`config.mk`:
```
export PLATFORM = sky130hd
export DESIGN_NAME = fetch_unit_pq
export DESIGN_NICKNAME = d
export VERILOG_FILES = /design/src/rtl/fetch_unit_pq.sv
export SDC_FILE = /design/constraint.sdc
export NUM_CORES = 1
export LEC_CHECK = 0
export CORE_ASPECT_RATIO = 0.8
export CORE_UTILIZATION = 63
export DETAILED_ROUTE_END_ITERATION = 8
export DONT_BUFFER_PORTS = 1
export PLACE_DENSITY = 0.91
export SLEW_MARGIN = 5
export SYNTH_ARGS = -nofsm -noshare
export SYNTH_HDL_FRONTEND = slang
export SYNTH_SLANG_ARGS = --single-unit
```
`constraint.sdc`:
```
create_clock -name clk -period 3.65 [get_ports clk]
set_clock_uncertainty 0.1 [all_clocks]
set_input_delay 0.73 -clock clk [delete_from_list [all_inputs] [get_ports clk]]
set_output_delay 0.73 -clock clk [all_outputs]
set_load 0.01 [all_outputs]
```
`src/rtl/fetch_unit_pq.sv`:
```
// fetch_unit_pq: instruction fetch unit with a prefetch queue.
// Issues in-order reads to program memory from a wrapping fetch PC. Several
// reads may be outstanding at once. Returned words go into a small circular
// queue of {pc, instr} pairs, which decode drains.
//
// Handshakes:
//  - Memory request: a read is accepted on a cycle with pm_req && pm_gnt.
//  - Memory response: responses return in order, one per pm_rvalid cycle.
//  - Decode: the head is consumed on a cycle with fetch_valid && fetch_ready.
//  - Requests are issued only while queue occupancy plus outstanding reads is
//    below QDEPTH, so every response always has a free slot.
//  - A redirect flushes the queue. In FLUSH, responses for reads issued before
//    the redirect are drained and discarded.
module fetch_unit_pq #(
  parameter int ADDR_W   = 5,
  parameter int INSTR_W  = 32,
  parameter int QDEPTH   = 4,
  parameter int RESET_PC = 0
) (
  input  logic                       clk,
  input  logic                       rst_n,
  input  logic                       redirect_valid,
  input  logic [ADDR_W-1:0]          redirect_addr,
  output logic                       pm_req,
  output logic [ADDR_W-1:0]          pm_addr,
  input  logic                       pm_gnt,
  input  logic                       pm_rvalid,
  input  logic [INSTR_W-1:0]         pm_rdata,
  output logic                       fetch_valid,
  input  logic                       fetch_ready,
  output logic [INSTR_W-1:0]         fetch_instr,
  output logic [ADDR_W-1:0]          fetch_pc,
  output logic [$clog2(QDEPTH):0]    q_count,
  output logic                       dbg_state
);

  localparam int CW = $clog2(QDEPTH) + 1;
  localparam int PW = $clog2(QDEPTH);
  localparam logic [ADDR_W-1:0] RST_PC = ADDR_W'(RESET_PC);

  typedef enum logic {S_FETCH = 1'b0, S_FLUSH = 1'b1} state_t;

  state_t              state, state_nxt;
  logic [ADDR_W-1:0]   fpc, rpc;
  logic [CW-1:0]       outst, outst_nxt, count;
  logic [PW-1:0]       wr_ptr, rd_ptr;
  logic [ADDR_W-1:0]   q_pc    [QDEPTH];
  logic [INSTR_W-1:0]  q_instr [QDEPTH];

  logic room, grant, rsp, push, pop;

  // Occupancy plus in-flight reads decides whether another read fits
  assign room  = ({1'b0, count} + {1'b0, outst}) < (CW+1)'(QDEPTH);
  assign grant = pm_req && pm_gnt;
  // A response with nothing outstanding is a protocol error and is ignored
  assign rsp   = pm_rvalid && (outst != '0);
  assign push  = rsp && (state == S_FETCH) && !redirect_valid;
  assign pop   = fetch_valid && fetch_ready;

  // Outstanding-read count after this cycle (grant and response may coincide)
  always_comb begin
    outst_nxt = outst;
    if (grant && !rsp)      outst_nxt = outst + CW'(1);
    else if (!grant && rsp) outst_nxt = outst - CW'(1);
  end

  // State register
  always_ff @(posedge clk or negedge rst_n) begin
    if (!rst_n) state <= S_FETCH;
    else        state <= state_nxt;
  end

  // Next state: stay in FLUSH until every pre-redirect read has returned
  always_comb begin
    state_nxt = state;
    if (redirect_valid || (state == S_FLUSH))
      state_nxt = (outst_nxt != '0) ? S_FLUSH : S_FETCH;
  end

  // FSM outputs: requests only in FETCH, never in a redirect cycle or in reset
  always_comb begin
    pm_req    = rst_n && (state == S_FETCH) && !redirect_valid && room;
    pm_addr   = fpc;
    dbg_state = state;
  end

  // Fetch PC, response PC and outstanding-read counter
  always_ff @(posedge clk or negedge rst_n) begin
    if (!rst_n) begin
      fpc   <= RST_PC;
      rpc   <= RST_PC;
      outst <= '0;
    end else begin
      outst <= outst_nxt;
      if (redirect_valid) begin
        fpc <= redirect_addr;
        rpc <= redirect_addr;
      end else begin
        if (grant) fpc <= fpc + ADDR_W'(1);
        if (push)  rpc <= rpc + ADDR_W'(1);
      end
    end
  end

  // Queue pointers and occupancy; a redirect empties the queue
  always_ff @(posedge clk or negedge rst_n) begin
    if (!rst_n) begin
      wr_ptr <= '0;
      rd_ptr <= '0;
      count  <= '0;
    end else if (redirect_valid) begin
      wr_ptr <= '0;
      rd_ptr <= '0;
      count  <= '0;
    end else begin
      if (push) wr_ptr <= wr_ptr + PW'(1);
      if (pop)  rd_ptr <= rd_ptr + PW'(1);
      if (push && !pop)      count <= count + CW'(1);
      else if (!push && pop) count <= count - CW'(1);
    end
  end

  // Queue storage; reset so the head reads {RESET_PC, 0} while in reset
  always_ff @(posedge clk or negedge rst_n) begin
    if (!rst_n) begin
      for (int i = 0; i < QDEPTH; i++) begin
        q_pc[i]    <= RST_PC;
        q_instr[i] <= '0;
      end
    end else if (push) begin
      q_pc[wr_ptr]    <= rpc;
      q_instr[wr_ptr] <= pm_rdata;
    end
  end

  assign fetch_valid = (count != '0);
  assign fetch_instr = q_instr[rd_ptr];
  assign fetch_pc    = q_pc[rd_ptr];
  assign q_count     = count;

endmodule

```
==> results.cfg, run 1 <==
[worst_setup_path]
arrival_ns = 2.13
worst-path-max-fanout = 22
worstSetupStartpointType = flip-flop
worstPathRequired_ns = 2.82
crit_type = reg2out
crit_chain = buf_12, mux4_2
slowest_delay_ns = 0.80
cpMaxStageDelayCell = dfrtp_2
endpoint_kind = output pin

[die]
die_y_um = 101
fp.coreArea_sq_mm = 0.0117
io_pins = 91
start_util_pct = 65.5
die_w_um = 125
num_rows = 35
die-area_sq_mm = 0.0126

[pwr]
vdd_drop_max_v = 0.000564
powerDensity_mw_per_mm2 = 738
finalPower_mw = 6.14
p_leak_nw = 3.84

[logic_synthesis]
ys_async_sr_fraction_pct = 100
synth-main-ff-cell = dfrtp_1
synthXorXnorAreaFrac_pct = 1.72
netlist_area_sq_mm = 0.00766
ys_types = 39
postSynthCellCount = 478
ys.warnings.count = 0
synth_enable_flop_cells = 0
synthSimpleGateAreaFrac_pct = 3.10
avgSynthCellArea_sq_um = 16.0
ys_ff_latch = 169
synthAdderAreaFrac_pct = 2.19
ys_seq_area_share_pct = 55.2
synth_compound_area_share_pct = 1.52
synth_mux_area_share_pct = 33.5
syn_nets = 533
synth_top_family_by_area = multiplexers

[sta]
worst_pin_slew_ns = 0.767
hold_violations = 169
grt_setup_unrepaired = false
period_needed_ns = 2.96
clock.fmax_ghz = 0.338
setup_viol = 0
drv_slew = 0
maxSlewHeadroom_pct = 48.9
hold_slack_ns = -0.106
min_period_over_period_pct = 81.0
tns_ns = 0

[worst_hold_path]
hold_class = in2async

[place]
place_hpwl_mm = 9.13
io_buffers = 0
placed_area_sq_mm = 0.00777
place_congestion = 0.822

[cts]
cts-resized-gates = 0
cts_max_level = 4
postCtsSetupBuffers = 0
numCtsBuffers = 17
insertion_delay_ns = 0.43
clock_path_buffers = 2
cts_tree = yes
path_clk_slew_ns = 0.06
root_buffer = clkbuf_16
clock_sinks = 169

[global_routing]
grt_overflow_total = 0
grt_pass1_vias = 4490
grt_max_degree = 171
grt_pass1_wl_mm = 23.4
antenna_found_initial = 0
grt_usage_pct = 25.0

[layout]
n_antenna_cell = 0
mostFrequentLayoutCell = dfrtp_1
fin_area_sq_mm = 0.00832
area_growth_syn_to_layout_pct = 8.69
fin_nets = 537
layout_common_cells = dfrtp_1 (167), mux2_2 (150), mux4_2 (37)
final_layout_size_suffix_gt1_share_pct = 47.2
fin_util_pct = 71.2

[routing]
drc = 3
antenna_left = 0
drt_pass1_iterations = 8
avgRoutedWirePerCell_um = 22.3
wirelength_mm = 14.3
num_vias = 4112
viasPerCell = 6.40
drtIter0Drc = 255

[job]
maxCapViolations = 0

[run_status]
status = finished, violations left
failed_checks = design-rule violations, negative hold slack
power breakdown:
| group | internal (mW) | leakage, nW | switching, mW |
|---|---|---|---|
| logic | 0.966 | 1.35 | 0.751 |
| registers | 2.36 | 2.22 | 0.384 |
| clock network | 0.940 | 0.267 | 0.744 |
worst paths after layout:
kind                                      from          end  slack, ns  depth (start not counted)
worst max-delay path                 rd_ptr[0]  fetch_pc[1]       0.69                          2
worst min-delay path                     rst_n  q_instr[93]      -0.11                          0
worst max register to register        outst[0]   q_count[2]       0.72                         11
worst min register to register     q_instr[36]  q_instr[36]       0.40                          1
max in group asynchronous                rst_n    rd_ptr[1]       3.31                          0
min in group clk                redirect_valid    wr_ptr[0]       0.26                          1
per-layer routing:
layer | track usage [%] | share of wire [%]
met1 | 30.7 | 41
met2 | 42.2 | 52
met3 | 7.32 | 5.9
met4 | 10.6 | 1.5
met5 | 0 | 0
sequential cells by signal (all words and copies together), names as in the netlist:
| register | count |
|---|---|
| outst | 3 |
| rd_ptr | 2 |
| wr_ptr | 2 |
| q_instr | 128 |
| q_pc | 20 |
| rpc | 5 |
| q_count | 3 |
| pm_addr | 5 |
| dbg_state | 1 |
layout make-up:
class                      count  area (sq um)
clock buffer                  18           429
clock inverter                13           121
fill                         732          3370
inverter                       8          30.0
multi-input combinational    278          3220
sequential                   169          4230
tap                          148           185
timing repair buffer           8           110
worst max-delay path, delay by kind of cell (launching register included):
family                 cells  cell delay [ns]
flip-flops                 1             0.80
multiplexers               1             0.59
buffers and inverters      1             0.30
stage by stage:
step	setup WS, ns	std cells
after floorplan	1.05	478
after global placement	0.944	611
after detailed placement	0.784	611
after CTS	0.634	642
after global routing	0.520	642
final	0.692	642
cells by family (layout without fill, tap and decap cells):
group	after synthesis	after routing
buffers and inverters	31	47
muxes	191	191
xor gates and xnor gates	15	15
AOI/OAI and AO/OA	19	19
and+or+nand+nor	40	40
DFF	169	169
adders and majority gates	13	13
cells in the mapped netlist, drive strengths merged, types with 2 or more instances:
cell type    n  area share [%]
o21ai        4            0.26
dfrtp      169              55
mux4        37              11
inv          8            0.39
or3          2            0.16
nor2b        2            0.16
nand2        9            0.57
nand4        3            0.25
mux2i        4            0.52
ha          11             1.8
a21oi        8            0.52
mux2       150              22
xor2         6            0.69
buf         19             2.2
xnor2        9             1.0
nor2        13            0.64
clkbuf       4            0.20
nand3        2            0.13
No activity file was read; power rests on OpenSTA's default activity.
==> inputs of run 2 (changes only) <==
==> constraint.sdc (replaced) <==
create_clock -name clk -period 3.05 [get_ports clk]
set_clock_uncertainty 0.1 [all_clocks]
set_input_delay 0.61 -clock clk [delete_from_list [all_inputs] [get_ports clk]]
set_output_delay 0.61 -clock clk [all_outputs]
set_load 0.01 [all_outputs]
==> run 2 against run 1 <==
  * The run still ends with design-rule violations, negative hold slack left
  * Worst setup slack lost 0.44 ns
  * Total power is 25% higher
  * Clock power grew 38%
  * Global-route usage decreased by 0.13 points
  * Hold slack worse by 0.12 ns
  * Sequential power increased by 17%
==> results.cfg, run 2 (synthesis results as in run 1) <==
[global_routing]
antenna_found_initial = 0
grt_usage_pct = 24.9
grt_max_degree = 171
grt_overflow_total = 0
grt_pass1_wl_mm = 23.3
grt_pass1_vias = 4523

[run_status]
failed_checks = design-rule violations, negative hold slack
status = finished, violations left

[worst_setup_path]
crit_start = outst[1]
crit_type = reg2reg
arrival_ns = 3.01
rr_endpoint = q_count[2]
regToRegSetupSlack_ns = 0.25
r2r-start = outst[1]
worstPathRequired_ns = 3.26
ff2ff_path_depth = 11
worst-path-max-fanout = 8
endpoint_kind = flip-flop
endpoint = q_count[2]
worstSetupStartpointType = flip-flop

[die]
start_util_pct = 65.5
die-area_sq_mm = 0.0126
die_w_um = 125
io_pins = 91
fp.coreArea_sq_mm = 0.0117
die_y_um = 101
num_rows = 35

[cts]
cts_tree = yes
clock_sinks = 169
clock_path_buffers = 2
path_clk_slew_ns = 0.06
cts_max_level = 4
insertion_delay_ns = 0.42
root_buffer = clkbuf_16
numCtsBuffers = 17

[sta]
setup_viol = 0
hold_slack_ns = -0.223
period_needed_ns = 2.80
maxSlewHeadroom_pct = 62.1
hold_violations = 169
grt_setup_unrepaired = false
min_period_over_period_pct = 91.7
drv_slew = 0
layout_setup_ws_ns = 0.254
clock.fmax_ghz = 0.358
worst_pin_slew_ns = 0.564
tns_ns = 0

[routing]
antenna_left = 0
num_vias = 4106
drc = 4
drt_pass1_iterations = 6
drtIter0Drc = 200
viasPerCell = 6.40
wirelength_mm = 14.2
avgRoutedWirePerCell_um = 22.1

[job]
maxCapViolations = 0

[pwr]
vdd_drop_max_v = 0.000602
powerDensity_mw_per_mm2 = 908
finalPower_mw = 7.65
p_leak_nw = 3.88

[place]
place_hpwl_mm = 8.60
dp_slack_ns = 0.159
placed_area_sq_mm = 0.00778
place_congestion = 0.841
io_buffers = 0

[layout]
reg_top3 = q_instr (128), q_pc (20)
final_layout_size_suffix_gt1_share_pct = 47.0
layout_common_cells = dfrtp_1 (167), mux2_2 (150), mux4_2 (37)
largest_register_ffs = 128
multi_input_area_sq_mm = 0.00322
fin_util_pct = 72.1
area_growth_syn_to_layout_pct = 10.0
final-seq-area_sq_mm = 0.00423
fillers = 688
fin_nets = 536
top_register = q_instr
n_antenna_cell = 0
fin_area_sq_mm = 0.00843
mostFrequentLayoutCell = dfrtp_1

[worst_hold_path]
hold_class = in2async
run 2: power breakdown:
group	switching, mW	total, mW	internal, mW
clock network	0.849	2.32	1.48
logic	0.974	2.12	1.15
registers	0.384	3.21	2.82
total	2.21	7.65	5.44
run 2: per-layer routing:
layer,up-vias,global-route usage (%),wire length [um]
met2,102,42.0,7150
met3,20,6.21,800
met5,-,0,0
met1,2197,31.1,5970
met4,0,10.9,254
li1,1787,-,-
run 2: area by class of cell:
cell class	instances	share of cell area (%)
Clock buffer	21	5.35
Clock inverter	11	2.32
Inverter	8	0.356
Multi-Input combinational cell	278	38.2
Sequential cell	169	50.2
Tap cell	148	2.20
Timing Repair Buffer	7	1.37
run 2: critical path, stage by stage (launching register included):
cell and delay (ns):
dfrtp_1 0.41, inv_1 0.11, ha_1 0.14, nor2b_2 0.32
nor4_4 0.12, nor2b_1 0.17, fa_1 0.43, nor2_1 0.12
nand4b_1 0.14, a32oi_1 0.26, o21ai_0 0.14, a32o_1 0.22
run 2: stage by stage:
step | cells | hold slack [ns]
2_1_floorplan | 478 | 0.214
3_3_place_gp | 610 | 0.217
3_5_place_dp | 610 | 0.218
4_1_cts | 642 | -0.235
5_1_grt | 642 | -0.245
6_report | 642 | -0.223
run 2: worst min path at each step:
| stage | start | to | slack, ns | depth (start not counted) |
|---|---|---|---|---|
| 2_1_floorplan | rst_n | dbg_state | 0.21 | 0 |
| 3_3_place_gp | rst_n | q_instr[90] | 0.22 | 0 |
| 3_5_place_dp | rst_n | q_instr[122] | 0.22 | 0 |
| 4_1_cts | rst_n | q_instr[122] | -0.23 | 0 |
| 5_1_grt | rst_n | q_instr[122] | -0.24 | 0 |
| 6_report | rst_n | q_instr[90] | -0.22 | 0 |
run 2: what timing repair did:
| action | 4_1_cts | 5_1_grt |
|---|---|---|
| buffers inserted | 0 | 0 |
| setup endpoints to repair | 0 | 1 |
| resized for setup | 0 | 1 |
| endpoints found under the hold margin | 169 | 169 |
